`config.mk`:
```
export PLATFORM = sky130hd
export DESIGN_NAME = alu_dmem
export DESIGN_NICKNAME = d
export VERILOG_FILES = /design/src/rtl/alu_pkg.sv /design/src/rtl/dp_alu.sv /design/src/rtl/alu_dmem.sv
export SDC_FILE = /design/constraint.sdc
export NUM_CORES = 1
export LEC_CHECK = 0
export CAP_MARGIN = 0
export CORE_AREA = 5 5 74 103
export DETAILED_ROUTE_END_ITERATION = 6
export DIE_AREA = 0 0 79 108
export PLACE_DENSITY = 0.78
export SYNTH_ARGS = -nofsm -noshare
export SYNTH_HDL_FRONTEND = slang
export SYNTH_SLANG_ARGS = --single-unit
```
`constraint.sdc`:
```
create_clock -name clk -period 3.6 [get_ports clk]
set_input_delay 0.72 -clock clk [delete_from_list [all_inputs] [get_ports clk]]
set_output_delay 0.72 -clock clk [all_outputs]
set_load 0.1 [all_outputs]
```
`src/rtl/alu_pkg.sv`:
```
// Shared types and default widths for the accumulator CPU datapath slice.
package alu_pkg;

  localparam int DATA_W = 4;
  localparam int ADDR_W = 4;

  typedef enum logic [2:0] {
    PASS_A = 3'b000,
    PASS_B = 3'b001,
    ADD    = 3'b010,
    SUB    = 3'b011,
    AND_OP = 3'b100,
    OR_OP  = 3'b101,
    XOR_OP = 3'b110,
    NOT_A  = 3'b111
  } alu_op_t;

endpackage

```
`src/rtl/dp_alu.sv`:
```
// Combinational ALU with zero and carry/borrow flags; no clock, no state.
module dp_alu
  import alu_pkg::*;
#(
  parameter int DWIDTH = DATA_W
) (
  input  logic [DWIDTH-1:0] alu_a,
  input  logic [DWIDTH-1:0] alu_b,
  input  logic [2:0]        alu_cntl,
  output logic [DWIDTH-1:0] alu_result,
  output logic              alu_zero,
  output logic              alu_carry
);

  alu_op_t          op;
  logic [DWIDTH:0]  wide;

  assign op = alu_op_t'(alu_cntl);

  // NOTE: every output of a combinational block gets a default first, so no path leaves it unassigned and no latch is inferred.
  always_comb begin
    wide       = '0;
    alu_result = alu_a;
    alu_carry  = 1'b0;
    unique case (op)
      PASS_A: alu_result = alu_a;
      PASS_B: alu_result = alu_b;
      ADD: begin
        wide       = {1'b0, alu_a} + {1'b0, alu_b};
        alu_result = wide[DWIDTH-1:0];
        alu_carry  = wide[DWIDTH];
      end
      SUB: begin
        // The extra top bit goes high exactly when the subtraction wraps, i.e. A < B.
        wide       = {1'b0, alu_a} - {1'b0, alu_b};
        alu_result = wide[DWIDTH-1:0];
        alu_carry  = wide[DWIDTH];
      end
      AND_OP: alu_result = alu_a & alu_b;
      OR_OP:  alu_result = alu_a | alu_b;
      XOR_OP: alu_result = alu_a ^ alu_b;
      NOT_A:  alu_result = ~alu_a;
    endcase
  end

  assign alu_zero = (alu_result == '0);

endmodule

```
`src/rtl/alu_dmem.sv`:
```
// Datapath slice: combinational ALU plus a register-file data memory with
// asynchronous read, synchronous write and synchronous clear-on-reset.
module alu_dmem
  import alu_pkg::*;
#(
  parameter int DWIDTH = DATA_W,
  parameter int AWIDTH = ADDR_W
) (
  input  logic              clk,
  input  logic              reset,
  input  logic [DWIDTH-1:0] alu_a,
  input  logic [DWIDTH-1:0] alu_b,
  input  logic [2:0]        alu_cntl,
  output logic [DWIDTH-1:0] alu_result,
  output logic              alu_zero,
  output logic              alu_carry,
  input  logic              mem_we,
  input  logic [AWIDTH-1:0] mem_addr,
  input  logic [DWIDTH-1:0] mem_wdata,
  output logic [DWIDTH-1:0] mem_rdata
);

  localparam int DEPTH = 1 << AWIDTH;

  logic [DWIDTH-1:0] mem [DEPTH];

  dp_alu #(.DWIDTH(DWIDTH)) u_alu (
    .alu_a      (alu_a),
    .alu_b      (alu_b),
    .alu_cntl   (alu_cntl),
    .alu_result (alu_result),
    .alu_zero   (alu_zero),
    .alu_carry  (alu_carry)
  );

  // NOTE: the array is small enough to live in flops, so it is cleared on reset like any other register; state uses non-blocking assignments.
  always_ff @(posedge clk) begin
    if (reset) begin
      for (int i = 0; i < DEPTH; i++) mem[i] <= '0;
    end else if (mem_we) begin
      mem[mem_addr] <= mem_wdata;
    end
  end

  assign mem_rdata = mem[mem_addr];

endmodule

```
* After elaboration in Yosys (flattened, before gate mapping)
Memories as Yosys holds them, arrays and structs flattened.
Cells that the tools add are included.
** Word-level totals
- Memories :: 1
- RAM bits :: 64
- Output and inout bits :: 10
- Flip-flop bits (word level) :: 0
** Memories
- mem :: depth 16, width 4, rd ports 1, clocked after memory_dff 0, wr ports 16, RTL line alu_dmem.sv:25 : logic [DWIDTH-1:0] mem [DEPTH];
** Cells by class
- Equal/unequal tests :: 7
- Add/sub/neg operators :: 2
- Reduce and logical (&&, ||, !) cells :: 3
- Bitwise gates (word level) :: 4
- Mux-type cells :: 10
** Operators by type and width (count)
- one-hot mux 4 bit (8 select lines) :: 1
- equality test 3 bit, second input constant :: 4
- 2-to-1 mux 4 bit :: 2
- equality test 3 x 2 -> 1 bit, second input constant :: 2
- 2-to-1 mux 1 bit :: 6
- adder 4 x 4 -> 5 bit :: 1
- subtractor 4 x 4 -> 5 bit :: 1
- AND 4 bit :: 1
- logical NOT 4 bit :: 1
- inverter 4 bit :: 1
- bitwise OR 4 bit :: 1
- OR reduction 4 bit :: 1
- bitwise XOR 4 bit :: 1
- equality test 3 x 1 -> 1 bit, second input constant :: 1
- logical NOT 3 bit :: 1
- one-hot mux 1 bit (2 select lines) :: 1

* Depth between registers and ports, before layout
Gate-level depths: netlist of run 1.
- Word-level depth :: 5
- Gate-level depth with buffers :: 9
- Gate-level depth less buffers :: 9

* Hierarchy
From an unflattened synthesis of run 1, not the netlist that was laid out.
** Second synthesis, totals
- Cell total of the unflattened synthesis :: 306
- Area total of the unflattened synthesis :: 3763.6 um^2
** By module, submodules not included
- alu_dmem :: cells each 215, area each 3115.5 um^2, times used 1, seq. area each 1921.8 um^2
- dp_alu :: cells each 91, area each 648.1 um^2, times used 1, seq. area each 0.0 um^2

* Least setup slack after synthesis of run 1
No wires, ideal clock.
- Path type :: in2out
- Start :: in alu_b[1]
- End :: out alu_result[3]
- Setup slack :: -899 ps
- Buffers on the path :: 0
- Stages on the path :: 7
- Arrival time :: 3779 ps
- Cells stage by stage :: inv_1 -> ha_1 -> a21o_1 -> a21oi_1 -> xnor2_1 -> a211oi_1 -> nor3_1
** On the way
- Cells in the longest elaborated chain, start to end :: 2
- Elaborated cells between the ends (all ways) :: 3
** Ends and longest elaborated chain
- from (decl) :: RTL line alu_dmem.sv:12 : input logic [DWIDTH-1:0] alu_b,
- subtractor 4 x 4 -> 5 bit or adder 4 x 4 -> 5 bit (tied branches) :: RTL line dp_alu.sv:35, dp_alu.sv:29
- one-hot mux 4 bit (8 select lines) (*) :: RTL line dp_alu.sv:25 : unique case (op)
- to (decl) :: RTL line alu_dmem.sv:14 : output logic [DWIDTH-1:0] alu_result,
Every way passes the cells marked *; elsewhere a longest branch is shown, timed or not.

* Worst setup path after layout of run 1
- Start :: in alu_a[0]
- End :: out alu_zero
** On the way
- Cells in the longest elaborated chain, start to end :: 3
- Elaborated cells between the ends (all ways) :: 8
** Ends and longest elaborated chain
- from (decl) :: RTL line alu_dmem.sv:11 : input logic [DWIDTH-1:0] alu_a,
- subtractor 4 x 4 -> 5 bit (tied with other cells) :: RTL line dp_alu.sv:35 : wide = {1'b0, alu_a} - {1'b0, alu_b};
- one-hot mux 4 bit (8 select lines) (*) :: RTL line dp_alu.sv:25
- logical NOT 4 bit (*) :: RTL line dp_alu.sv:46 : assign alu_zero = (alu_result == '0);
- to (decl) :: RTL line alu_dmem.sv:15 : output logic alu_zero,
Marked as above.

==> results of run 1 <==
worst max-delay path by stage:
stage,slack [ns],from,endpoint
after floorplan,0.05,alu_b[1],alu_zero
after detailed placement,-0.30,alu_a[0],alu_zero
after CTS,0.004,alu_a[0],alu_zero
final,0.09,alu_a[0],alu_zero
after global placement,-0.24,alu_a[0],alu_zero
after global routing,0.02,alu_a[3],alu_result[3]
cell families after synthesis:
kind of cell | Yosys count | synth area share (%)
adders and majority gates | 14 | 5.18
DFF | 64 | 52.3
buffers and inverters | 33 | 3.78
AOI/OAI and AO/OA | 22 | 4.19
xor gates and xnor gates | 3 | 0.716
muxes | 27 | 15.2
and+or+nand+nor | 120 | 18.6
placed cells by master (no fill, tap or decap), types with 5 or more instances in the layout:
cell,count
sky130_fd_sc_hd__nand2_1,6
sky130_fd_sc_hd__mux4_2,23
sky130_fd_sc_hd__buf_12,11
sky130_fd_sc_hd__ha_1,9
sky130_fd_sc_hd__a21oi_1,5
sky130_fd_sc_hd__or2_2,13
sky130_fd_sc_hd__inv_1,16
sky130_fd_sc_hd__nor3_1,5
sky130_fd_sc_hd__clkdlybuf4s50_1,17
sky130_fd_sc_hd__and2_1,64
sky130_fd_sc_hd__edfxtp_1,64
sky130_fd_sc_hd__nor2_1,21
sky130_fd_sc_hd__clkbuf_8,9
sky130_fd_sc_hd__buf_4,21
timing repair:
action / 4_1_cts / 5_1_grt
cloned: 0 / 0
gates resized for setup: 10 / 12
setup buffers: 0 / 1
pin swaps: 1 / 0
endpoints found under the setup margin: 4 / 2
hold endpoints to repair: 0 / 0
per-layer routing:
layer,share of wire (%),wire [um],vias up
li1,-,-,1113
met1,36,2680,1109
met2,57,4220,55
met3,4.3,317,14
met4,2.3,172,0
met5,0,0,-
area by class of cell:
type	count	area, um2	area share (%)
Timing Repair Buffer	53	577	12.7
Sequential cell	64	1920	42.4
Inverter	19	71.3	1.57
Tap cell	74	92.6	2.04
Multi-Input combinational cell	186	1670	36.9
Clock buffer	10	128	2.81
Clock inverter	5	72.6	1.60
worst min-delay path: stages:
cell,delay [ns]
sky130_fd_sc_hd__clkdlybuf4s50_1,0.47
sky130_fd_sc_hd__buf_4,0.20
sky130_fd_sc_hd__or2_2,0.18
report_power, final:
part / leakage, nW / switching, mW / internal [mW] / total [mW]
Clock: 0.101 / 0.253 / 0.380 / 0.634
Combinational: 1.03 / 0.253 / 0.189 / 0.443
Sequential: 0.610 / 0.0102 / 0.861 / 0.871
through the flow:
| stage | setup slack (ns) | cells |
|---|---|---|
| global route | 0.0233 | 411 |
| finish | 0.0936 | 411 |
| global placement | -0.244 | 395 |
| detailed placement | -0.301 | 395 |
| floorplan | 0.0533 | 283 |
| CTS | 0.00406 | 410 |
synthesized netlist by cell type, drive strengths merged:
library cell / n / area, um2
or3: 1 / 6.26
a211oi: 4 / 30.0
a22o: 1 / 8.76
a21oi: 6 / 30.0
nor3: 6 / 30.0
o21a: 1 / 7.51
xnor2: 2 / 17.5
fa: 2 / 40.0
nand4b: 1 / 8.76
o311a: 1 / 10.0
nor3b: 1 / 7.51
nand2b: 3 / 18.8
and2: 64 / 400
edfxtp: 64 / 1920
a31oi: 1 / 6.26
o21bai: 1 / 7.51
a21o: 1 / 7.51
o311ai: 1 / 8.76
nor2: 21 / 78.8
nand2: 6 / 22.5
clkbuf: 9 / 33.8
buf: 5 / 33.8
inv: 19 / 71.3
o31a: 1 / 8.76
mux4: 23 / 518
mux2i: 3 / 30.0
o21ai: 2 / 10.0
or2: 16 / 100
ha: 12 / 150
o211a: 1 / 10.0
mux2: 1 / 11.3
nor2b: 1 / 8.76
o32ai: 1 / 8.76
xor2: 1 / 8.76
==> qor.tcl, run 1 <==
set qor(grt_pass1_wl_um) 12400
set qor(n_fill_cell) 457
set qor(drt_drc_violations_left) 0
set qor(vdd_ir_drop_max_mv) 0.387
set qor(port-buffer-count) 31
set qor(ctsRootBufferMaster) {sky130_fd_sc_hd__clkbuf_8}
set qor(drtPass1Iterations) 4
set qor(post-layout-total-power_mw) 1.95
set qor(layout-drive-gt1-share_pct) 28.5
set qor(timing.hold.worst_endpoint) {mem[12][3]$_SDFFCE_PN0P_}
set qor(numClockSinks) 64
set qor(largest_register_ff_count) 64
set qor(critical_path.n_buffers_inverters) 5
set qor(boundaryPins) 32
set qor(via_per_inst) 5.57
set qor(gpl.final_weighted_congestion) 0.871
set qor(design.die.area_um2) 8530
set qor(syn_inst) 283
set qor(crit_path_start_kind) {input port}
set qor(achievable-frequency_mhz) 285
set qor(post_synth_instance_area_um2) 3670
set qor(critical-path-slowest-cell) {sky130_fd_sc_hd__fa_2}
set qor(cts_buffers) 9
set qor(clk_pin_slew_worst_paths_ns) 0.07
set qor(cts_buffer_depth) 2
set qor(post_synth.cell_area_avg_um2) 13.0
set qor(synthesis.yosys.warnings) 0
set qor(p_leak_nw) 1.75
set qor(global_route_total_usage_across_every_layer_pct) 19.4
set qor(worstSetupPathType) {in2out}
set qor(grt-ovfl-total) 0
set qor(cpLargestDelayFamily) {multiplexers}
set qor(design_area_um2) 4540
set qor(tightestPinTransition_ns) 0.492
set qor(registers_with_the_most_flip_flops) {mem: 64 flops}
set qor(timing_hold_violations_final) 0
set qor(cp_common_cell) {sky130_fd_sc_hd__inv_1}
set qor(post_synth_num_cell_types) 38
set qor(grt.busiest_layer) {met2}
set qor(placed_area_um2) 4290
set qor(dr_total_vias) 2291
set qor(coreArea_um2) 6530
set qor(fin_tns_setup_ns) 0
set qor(hold_start) {reset}
set qor(slew_headroom_pct) 67.1
set qor(number_of_cells_on_the_worst_hold_path) 3
set qor(run_status) {finished clean}
set qor(final_min_period_over_clock_period_pct) 97.4
set qor(first_iter_violations) 91
set qor(dp_hpwl_um) 5710
set qor(final_core_utilization_pct) 69.5
set qor(cts.htree.levels) 3
set qor(rsz_0062_raised_after_global_routing) {false}
set qor(antenna_violating_nets_post_route) 0
set qor(met2_capacity_usage_during_global_routing_pct) 36.9
set qor(post-route-min-period_ns) 3.51
set qor(cp.arrival_ns) 2.79
set qor(worst_setup_path_end_kind) {output port}
set qor(power.density_cell_area_nw_per_um2) 429
set qor(cts_hold_repair.buffers) 0
set qor(cells_along_the_critical_path) {buf_2 -> inv_2 -> ha_4 -> inv_1 -> fa_2 -> inv_1 -> mux4_2 -> mux2_4 -> o211a_1 -> o31a_1 -> buf_12}
set qor(use_met1_pct) 20.6
set qor(routedWlPerCell_um) 18.0
set qor(fin_worst_hold_slack_ns) 1.37
set qor(synth_seq_cells) 64
set qor(grt_max_degree) 21
set qor(antenna_cells_inserted) 0
set qor(longest_individual_stage_delay_on_the_worst_path_ns) 0.51
set qor(design.final.nets) 369
set qor(final-setup-viol-count) 0
set qor(worst_ep_required_time_ns) 2.88
set qor(critical_path_cell_count) 11
set qor(critical_path_peak_fanout) 3
set qor(die_h_um) 108
set qor(wl_um) 7390
set qor(grt_pass1_vias) 2521
set qor(final_max_slew_viol_count) 0
set qor(max-cap-violations) 0
set qor(hp-class) {in2reg}
set qor(flow.area_growth_from_synthesis_pct) 23.5
set qor(cts_tree) {yes}
set qor(fp.dieW_um) 79
set qor(portion_of_the_post_synthesis_area_used_by_sequential_elements_pct) 52.3
set qor(top_register_by_number_of_flip_flops) {mem}
set qor(grt_antenna_before_repair) 0
set qor(start_util_pct) 56.3
set qor(synthesis.nets) 319
set qor(rows) 35
set qor(grt_met3_usage_pct) 3.42
No activity file was read; power rests on OpenSTA's default activity.
==> run 2: changes to the inputs <==
ABC_AREA = 0   (was unset)
==> results of run 2 <==
Same layout as run 1: the final DEF is identical, and so are final timing and power.
